<file path="src/rtl/exc_track_pkg.sv">
// Shared exception definitions for the ID/EX exception tracker and CP0.
package exc_track_pkg;

    localparam int EXC_CODE_W = 5;

    localparam logic [EXC_CODE_W-1:0] EXC_ADEL = 5'h04;
    localparam logic [EXC_CODE_W-1:0] EXC_ADES = 5'h05;
    localparam logic [EXC_CODE_W-1:0] EXC_SYS  = 5'h08;
    localparam logic [EXC_CODE_W-1:0] EXC_RI   = 5'h0a;
    localparam logic [EXC_CODE_W-1:0] EXC_OV   = 5'h0c;
    localparam logic [EXC_CODE_W-1:0] EXC_NONE = 5'h10;
    localparam logic [EXC_CODE_W-1:0] EXC_ERET = 5'h11;

    // Bit positions of each way's code inside the packed {way1, way0} bus
    localparam int EXC_CODE_WAY0_LSB = 0;
    localparam int EXC_CODE_WAY1_LSB = EXC_CODE_W;

    // Extract one way's code from the packed code bus
    function automatic logic [EXC_CODE_W-1:0] exc_code_way(
        input logic [2*EXC_CODE_W-1:0] bus,
        input logic                    way
    );
        return way ? bus[EXC_CODE_WAY1_LSB +: EXC_CODE_W]
                   : bus[EXC_CODE_WAY0_LSB +: EXC_CODE_W];
    endfunction

endpackage

</file>
<file path="src/rtl/exc_track_if.sv">
// ID/EX inputs and CP0 exception-report outputs of the exception tracker.
interface exc_track_if;
    import exc_track_pkg::*;

    logic [1:0]              id_valid;
    logic [63:0]             id_pc;
    logic [1:0]              id_if_adel;
    logic [1:0]              id_ri;
    logic [1:0]              id_sys;
    logic [1:0]              id_eret;
    logic [1:0]              id_branch;
    logic                    ex_stall;
    logic [1:0]              ex_ov;
    logic [1:0]              ex_adel;
    logic [1:0]              ex_ades;
    logic [63:0]             ex_mem_addr;
    logic                    exc_flush_all;
    logic [2*EXC_CODE_W-1:0] ex_cp0_exc_code_o;
    logic [63:0]             ex_cp0_exc_pc_o;
    logic [1:0]              ex_cp0_in_delay_o;
    logic [31:0]             ex_badaddr_o;
    logic [1:0]              ex_kill_o;

    // Exception tracker side: produces the CP0 report
    modport master (
        input  id_valid, id_pc, id_if_adel, id_ri, id_sys, id_eret, id_branch,
        input  ex_stall, ex_ov, ex_adel, ex_ades, ex_mem_addr, exc_flush_all,
        output ex_cp0_exc_code_o, ex_cp0_exc_pc_o, ex_cp0_in_delay_o,
        output ex_badaddr_o, ex_kill_o
    );

    // Pipeline/CP0 side: supplies causes and flush, consumes the report
    modport slave (
        output id_valid, id_pc, id_if_adel, id_ri, id_sys, id_eret, id_branch,
        output ex_stall, ex_ov, ex_adel, ex_ades, ex_mem_addr, exc_flush_all,
        input  ex_cp0_exc_code_o, ex_cp0_exc_pc_o, ex_cp0_in_delay_o,
        input  ex_badaddr_o, ex_kill_o
    );

endinterface

</file>
<file path="src/rtl/exc_track_prio.sv">
// Four-input priority encoder: req_i[0] is the highest priority cause.
module exc_track_prio
    import exc_track_pkg::*;
#(
    parameter logic [EXC_CODE_W-1:0] C0 = EXC_NONE,
    parameter logic [EXC_CODE_W-1:0] C1 = EXC_NONE,
    parameter logic [EXC_CODE_W-1:0] C2 = EXC_NONE,
    parameter logic [EXC_CODE_W-1:0] C3 = EXC_NONE
) (
    input  logic [3:0]            req_i,
    output logic [EXC_CODE_W-1:0] code_o
);

    // First asserted request selects the code; nothing asserted means no exception
    always_comb begin
        code_o = EXC_NONE;
        if (req_i[0])      code_o = C0;
        else if (req_i[1]) code_o = C1;
        else if (req_i[2]) code_o = C2;
        else if (req_i[3]) code_o = C3;
    end

endmodule

</file>
<file path="src/rtl/exc_track.sv">
// ID/EX exception tracker: registers ID causes, merges EX causes, tracks
// branch delay slots and drives the CP0 exception-report buses.
module exc_track #(
    parameter int EXC_CODE_W    = 5,
    parameter bit DELAY_SLOT_EN = 1'b1
) (
    input logic         clk,
    input logic         rst,
    exc_track_if.master bus
);
    import exc_track_pkg::*;

    logic [1:0]                 valid_q, valid_d;
    logic [63:0]                pc_q, pc_d;
    logic [1:0][EXC_CODE_W-1:0] code_q, code_d;
    logic [1:0]                 dly_q, dly_d;
    logic                       brp_q, brp_d;

    logic [1:0][EXC_CODE_W-1:0] id_code;
    logic [1:0][EXC_CODE_W-1:0] ex_code;
    logic [1:0][EXC_CODE_W-1:0] merged;
    logic [EXC_CODE_W-1:0]      out0, out1, sel_code;
    logic                       sel;

    for (genvar w = 0; w < 2; w++) begin : g_way
        exc_track_prio #(
            .C0(EXC_ADEL), .C1(EXC_RI), .C2(EXC_SYS), .C3(EXC_ERET)
        ) u_id_prio (
            .req_i ({bus.id_eret[w], bus.id_sys[w], bus.id_ri[w], bus.id_if_adel[w]}),
            .code_o(id_code[w])
        );

        exc_track_prio #(
            .C0(EXC_OV), .C1(EXC_ADEL), .C2(EXC_ADES), .C3(EXC_NONE)
        ) u_ex_prio (
            .req_i ({1'b0, bus.ex_ades[w], bus.ex_adel[w], bus.ex_ov[w]}),
            .code_o(ex_code[w])
        );

        // ID-stage cause wins over EX; an empty slot reports nothing
        assign merged[w] = !valid_q[w]             ? EXC_NONE :
                           (code_q[w] != EXC_NONE) ? code_q[w] : ex_code[w];
    end

    // ID/EX next state: flush beats stall, stall holds, otherwise load the bundle
    always_comb begin
        valid_d = valid_q;
        pc_d    = pc_q;
        code_d  = code_q;
        dly_d   = dly_q;
        brp_d   = brp_q;
        if (bus.exc_flush_all) begin
            valid_d = '0;
            pc_d    = '0;
            code_d  = {2{EXC_NONE}};
            dly_d   = '0;
            brp_d   = 1'b0;
        end else if (!bus.ex_stall) begin
            valid_d = bus.id_valid;
            pc_d    = bus.id_pc;
            for (int w = 0; w < 2; w++) begin
                code_d[w] = bus.id_valid[w] ? id_code[w] : EXC_NONE;
            end
            // way0 follows a branch from an earlier bundle; way1 follows way0's branch
            dly_d[0] = brp_q & bus.id_valid[0];
            dly_d[1] = bus.id_branch[0] & bus.id_valid[0] & bus.id_valid[1];
            // A bubble must not lose a pending branch from the previous bundle
            if (|bus.id_valid) begin
                brp_d = bus.id_valid[1] ? bus.id_branch[1] : bus.id_branch[0];
            end
        end
    end

    // ID/EX register with synchronous reset
    always_ff @(posedge clk) begin
        if (rst) begin
            valid_q <= '0;
            pc_q    <= '0;
            code_q  <= {2{EXC_NONE}};
            dly_q   <= '0;
            brp_q   <= 1'b0;
        end else begin
            valid_q <= valid_d;
            pc_q    <= pc_d;
            code_q  <= code_d;
            dly_q   <= dly_d;
            brp_q   <= brp_d;
        end
    end

    // Way ordering, kill mask and bad-address selection for the CP0 report
    always_comb begin
        out0 = merged[0];
        out1 = (merged[0] != EXC_NONE) ? EXC_NONE : merged[1];
        bus.ex_kill_o = (out0 != EXC_NONE) ? 2'b11 : {out1 != EXC_NONE, 1'b0};
        sel      = (out0 == EXC_NONE);
        sel_code = sel ? out1 : out0;
        bus.ex_badaddr_o = '0;
        if (sel_code == EXC_ADEL && code_q[sel] == EXC_ADEL) begin
            bus.ex_badaddr_o = sel ? pc_q[63:32] : pc_q[31:0];
        end else if (sel_code == EXC_ADEL || sel_code == EXC_ADES) begin
            bus.ex_badaddr_o = sel ? bus.ex_mem_addr[63:32] : bus.ex_mem_addr[31:0];
        end
    end

    assign bus.ex_cp0_exc_code_o = {out1, out0};
    assign bus.ex_cp0_exc_pc_o   = pc_q;
    assign bus.ex_cp0_in_delay_o = DELAY_SLOT_EN ? (dly_q & valid_q) : 2'b00;

endmodule

</file>
<file path="src/flat_wrapper.sv">
// flat-port wrapper written by rule: the top's interface ports become plain ports
module exc_track_flat import exc_track_pkg::*;
#(
    parameter int EXC_CODE_W    = 5,
    parameter bit DELAY_SLOT_EN = 1'b1
)
  (clk, rst, bus_id_valid, bus_id_pc, bus_id_if_adel, bus_id_ri, bus_id_sys, bus_id_eret, bus_id_branch, bus_ex_stall, bus_ex_ov, bus_ex_adel, bus_ex_ades, bus_ex_mem_addr, bus_exc_flush_all, bus_ex_cp0_exc_code_o, bus_ex_cp0_exc_pc_o, bus_ex_cp0_in_delay_o, bus_ex_badaddr_o, bus_ex_kill_o);
  exc_track_if bus_i ();
  input logic clk;
  input logic rst;
  input wire logic [$bits(bus_i.id_valid)-1:0] bus_id_valid;
  input wire logic [$bits(bus_i.id_pc)-1:0] bus_id_pc;
  input wire logic [$bits(bus_i.id_if_adel)-1:0] bus_id_if_adel;
  input wire logic [$bits(bus_i.id_ri)-1:0] bus_id_ri;
  input wire logic [$bits(bus_i.id_sys)-1:0] bus_id_sys;
  input wire logic [$bits(bus_i.id_eret)-1:0] bus_id_eret;
  input wire logic [$bits(bus_i.id_branch)-1:0] bus_id_branch;
  input wire logic [$bits(bus_i.ex_stall)-1:0] bus_ex_stall;
  input wire logic [$bits(bus_i.ex_ov)-1:0] bus_ex_ov;
  input wire logic [$bits(bus_i.ex_adel)-1:0] bus_ex_adel;
  input wire logic [$bits(bus_i.ex_ades)-1:0] bus_ex_ades;
  input wire logic [$bits(bus_i.ex_mem_addr)-1:0] bus_ex_mem_addr;
  input wire logic [$bits(bus_i.exc_flush_all)-1:0] bus_exc_flush_all;
  output wire logic [$bits(bus_i.ex_cp0_exc_code_o)-1:0] bus_ex_cp0_exc_code_o;
  output wire logic [$bits(bus_i.ex_cp0_exc_pc_o)-1:0] bus_ex_cp0_exc_pc_o;
  output wire logic [$bits(bus_i.ex_cp0_in_delay_o)-1:0] bus_ex_cp0_in_delay_o;
  output wire logic [$bits(bus_i.ex_badaddr_o)-1:0] bus_ex_badaddr_o;
  output wire logic [$bits(bus_i.ex_kill_o)-1:0] bus_ex_kill_o;
  assign bus_i.id_valid = bus_id_valid;
  assign bus_i.id_pc = bus_id_pc;
  assign bus_i.id_if_adel = bus_id_if_adel;
  assign bus_i.id_ri = bus_id_ri;
  assign bus_i.id_sys = bus_id_sys;
  assign bus_i.id_eret = bus_id_eret;
  assign bus_i.id_branch = bus_id_branch;
  assign bus_i.ex_stall = bus_ex_stall;
  assign bus_i.ex_ov = bus_ex_ov;
  assign bus_i.ex_adel = bus_ex_adel;
  assign bus_i.ex_ades = bus_ex_ades;
  assign bus_i.ex_mem_addr = bus_ex_mem_addr;
  assign bus_i.exc_flush_all = bus_exc_flush_all;
  assign bus_ex_cp0_exc_code_o = bus_i.ex_cp0_exc_code_o;
  assign bus_ex_cp0_exc_pc_o = bus_i.ex_cp0_exc_pc_o;
  assign bus_ex_cp0_in_delay_o = bus_i.ex_cp0_in_delay_o;
  assign bus_ex_badaddr_o = bus_i.ex_badaddr_o;
  assign bus_ex_kill_o = bus_i.ex_kill_o;
  exc_track #(.EXC_CODE_W(EXC_CODE_W), .DELAY_SLOT_EN(DELAY_SLOT_EN)) u_core (.clk(clk), .rst(rst), .bus(bus_i));
endmodule
</file>
<file path="config.mk">
export PLATFORM = sky130hd
export DESIGN_NAME = exc_track_flat
export DESIGN_NICKNAME = d
export VERILOG_FILES = /design/src/rtl/exc_track_pkg.sv /design/src/rtl/exc_track_if.sv /design/src/rtl/exc_track_prio.sv /design/src/rtl/exc_track.sv /design/src/flat_wrapper.sv
export SDC_FILE = /design/constraint.sdc
export NUM_CORES = 1
export LEC_CHECK = 0
export BUFFER_PORTS_ARGS = -buffer_cell sky130_fd_sc_hd__buf_2
export CAP_MARGIN = 25
export CORE_ASPECT_RATIO = 0.8
export CORE_MARGIN = 5
export CORE_UTILIZATION = 30
export DETAILED_ROUTE_END_ITERATION = 8
export HOLD_SLACK_MARGIN = 0.02
export PLACE_DENSITY_LB_ADDON = 0.08
export SLEW_MARGIN = 15
export SYNTH_ARGS = -nofsm -noshare
export SYNTH_HDL_FRONTEND = slang
export SYNTH_SLANG_ARGS = --single-unit
</file>
<file path="constraint.sdc">
create_clock -name clk -period 2.89 [get_ports clk]
set_input_delay 0.289 -clock clk [delete_from_list [all_inputs] [get_ports clk]]
set_output_delay 0.289 -clock clk [all_outputs]
set_load 0.005 [all_outputs]
</file>
==> metrics.md <==
| Metric | Value |
|---|---|
| Commonest non-fill, non-tap cell in the layout | `buf_2` |
| RSZ-0062 raised after global routing | `false` |
| DR pass1 iterations | `4` |
| Global-route wire length before repair | `24.8 mm` |
| Max-Cap Viols | `0` |
| WP data required | `~2.6 ns` |
| Final layout net count | `approximately 880` |
| Worst Setup Start Kind | `flop` |
| Final min period | `~2.8 ns` |
| DRC violation count after routing | `0` |
| Placed insts | `approximately 900` |
| Layout Utilization | `roughly 45%` |
| Max rail drop VDD | `between 0.2 and 0.3 mV` |
| Design Area, Final | `6470 um^2` |
| Most frequent cells in the layout | `258 x buf_2, 123 x nor2_1, 97 x mux2i_1` |
| PnR Total Power | `between 2 and 3 mW` |
| Num CTS Buffers | `9` |
| Post-DP HPWL | `approximately 12 mm` |
| Crit-path slowest cell | `or4_4` |
| Final WL | `roughly 16 mm` |
| CP Capture Type | `output pin` |
| Die Y | `119 um` |
| Pwr dens | `roughly 420 nW/um^2` |
| Slew Viols, Final | `0` |
| Setup ws final | `~0.13 ns` |
| Total GRT Usage | `between 10% and 20%` |
| Gpl congestion | `approximately 0.8` |
| Met3 routed WL | `around 1.4 mm` |
| Row count | `39` |
| Footprint of the multi-input gates | `~2800 um^2` |
| Ys Warns | `0` |
| Cell mode on critical path | `buf_12` |
| Layout cells sized above 1 | `between 50% and 60%` |
| Dpl ws | `0.210 ns` |
| Largest net degree at the start of global routing | `50` |
| Core ar. | `14400 um^2` |
| Seq/Total Area, Yosys | `between 30% and 40%` |
| Cell Chain, Critical Path | `or4_4, a211oi_4, o2111ai_4, buf_12, buf_12, a211oi_1, buf_2` |
| Final period util | `a little over nine tenths` |
| Hold Fails Final Rpt | `0` |
| Yosys top cell area share | `35.4%` |
| Area contributors post-synth | `dfxtp_1 35%, mux2i_1 22%, nor2_1 10%, a211oi_2 8.4%, mux2_2 8.1%` |
| ANT nets after route | `0` |
| Post-synthesis async set-or-reset flop share | `0%` |
| Worst path arrival time | `2.47 ns` |
| Initial antenna violation count | `0` |
| Initial core utilization | `30.9%` |
| P_leak | `~3.4 nW` |
| Vias in the first global route | `between 4000 and 5000` |
| CTS Sinks | `79` |
| Met2 wire len | `7.49 mm` |
| PortBufs | `approximately 260` |
| Crit Path Class | `reg -> out` |
| Synth cell types | `45` |
| Clock transition at path regs | `0.06 ns` |
| Syn Inst Count | `around 480` |
| Number of flops mapped to enable cells by yosys | `0` |
| CTS H-tree depth | `3` |
| Max frequency | `~360 MHz` |
| Setup violations, final | `0` |
| Mapped cell area | `between 4000 and 5000 um^2` |
| Storage element area | `about 1600 um^2` |
| Die ar. | `17400 um^2` |
| Dpl cell area | `5980 um^2` |
| I/O pins | `260` |
| Synth area leader | `dfxtp_1` |
| Top Metal Used | `met4` |
| DRT iter0 DRCs | `approximately 100` |
| Vias | `roughly 4400` |
| Syn Area/Cell | `just over 9 um^2` |
| Wl on met1 | `a little over 7 mm` |
| Dominant synthesized flop cell | `dfxtp_1` |
| Die Span X | `roughly 150 um` |
| Root buf cell | `clkbuf_16` |
| WL/cell | `approximately 18 um` |
| Worst Tran Pin Value | `0.691 ns` |
| DR vias/cell | `approximately 4.8` |
| Fillers | `between 1000 and 1500` |
| Outcome | `finished, final reports clean` |
| Fin cells | `approximately 920` |
| Worst hold path type | `in -> reg` |
| TritonCTS clock tree | `done` |
| Worst slew margin relative to its limit | `54.0%` |
| Layout area overhead | `44.8%` |
| Clock Latency Late Sink | `0.34 ns` |
| Worst Skew | `0.000425 ns` |
| #FFs+latches synth | `just under 80` |
| Syn_nets | `629` |
| Max clock buf depth | `2` |
| Grt ovf | `0` |
| Max incr delay on CP | `0.60 ns` |
| Largest fanout on the critical path | `9` |
-- flip-flops by register name, indices dropped and copies added, names as in the netlist --
signal and count:
u_core.dly_q 2, u_core.valid_q 2, u_core.bus.ex_cp0_exc_pc_o 64, u_core.code_q 10, u_core.brp_q 1
-- worst max-delay path, delay by kind of cell, from the launching register on --
family,cells,cell delay [ns]
AO/OA/AOI/OAI,3,0.68
AND/OR/NAND/NOR,1,0.60
buffers and inverters,3,0.48
flip-flops,1,0.35
-- cell type report --
cell class,count,area share (%)
Antenna cell,1,0.0387
Timing Repair Buffer,275,23.8
Tap cell,184,3.56
Clock inverter,5,0.871
Clock buffer,11,3.91
Multi-Input combinational cell,357,43.0
Inverter,5,0.290
Sequential cell,79,24.5
-- layer usage --
layer  vias up  global-route usage [%]
li1       2203                       -
met1      2040                    21.7
met2       187                    29.7
met3        15                    6.99
met4         0                    4.76
met5         -                       0
-- worst paths after layout --
| check | start | end | slack (ns) | cells after the start |
|---|---|---|---|---|
| worst max-delay path | u_core.code_q[0]$_SDFFE_PP0N_ | bus_ex_badaddr_o[31] | 0.13 | 7 |
| worst min-delay path | bus_id_pc[58] | u_core.bus.ex_cp0_exc_pc_o[58]$_SDFFE_PP0N_ | 0.17 | 3 |
| worst max register to register | u_core.valid_q[0]$_SDFFE_PP0N_ | u_core.valid_q[0]$_SDFFE_PP0N_ | 2.07 | 3 |
| worst min register to register | u_core.dly_q[0]$_SDFFE_PP0N_ | u_core.dly_q[0]$_SDFFE_PP0N_ | 0.48 | 2 |
-- per-stage QoR --
step	hold WS, ns	TNS [ns]
floorplan	0.395	0
global placement	0.455	0
detailed placement	0.478	0
CTS	0.152	-0.366
global route	0.157	0
finish	0.175	0
-- repair_timing --
| item | 4_1_cts | 5_1_grt |
|---|---|---|
| gates cloned | 0 | 2 |
| buffers inserted | 0 | 2 |
| hold buffers | 0 | 0 |
| resized for setup | 2 | 17 |
| setup endpoints to repair | 32 | 32 |
| pin swaps | 0 | 3 |
-- synth_stat cells (3+ instances only) --
library cell,number
o311ai_0,3
mux2i_1,97
o21ai_0,3
a211oi_2,30
mux2_2,32
clkbuf_1,25
a211oi_1,3
a21oi_1,13
buf_6,3
buf_1,6
and2_1,3
inv_1,5
buf_2,3
nor2_1,123
dfxtp_1,79
nor4b_1,4
nand3b_1,4
nor3_1,3
nand2_1,7
-- kinds of logic after synthesis --
logic type | Yosys count | share of synthesized area, %
AO/OA/AOI/OAI | 66 | 14.1
buffers and inverters | 43 | 4.29
flip-flops | 79 | 35.4
multiplexers | 129 | 29.8
AND/OR/NAND/NOR | 162 | 16.4
-- power by group --
| part | switching (mW) | internal [mW] | leakage [nW] |
|---|---|---|---|
| Sequential | 0.0303 | 1.12 | 0.643 |
| Clock | 0.466 | 0.715 | 0.152 |
| Combinational | 0.190 | 0.208 | 2.60 |
| Total | 0.686 | 2.05 | 3.39 |
Power figures use the tool's default switching activity.
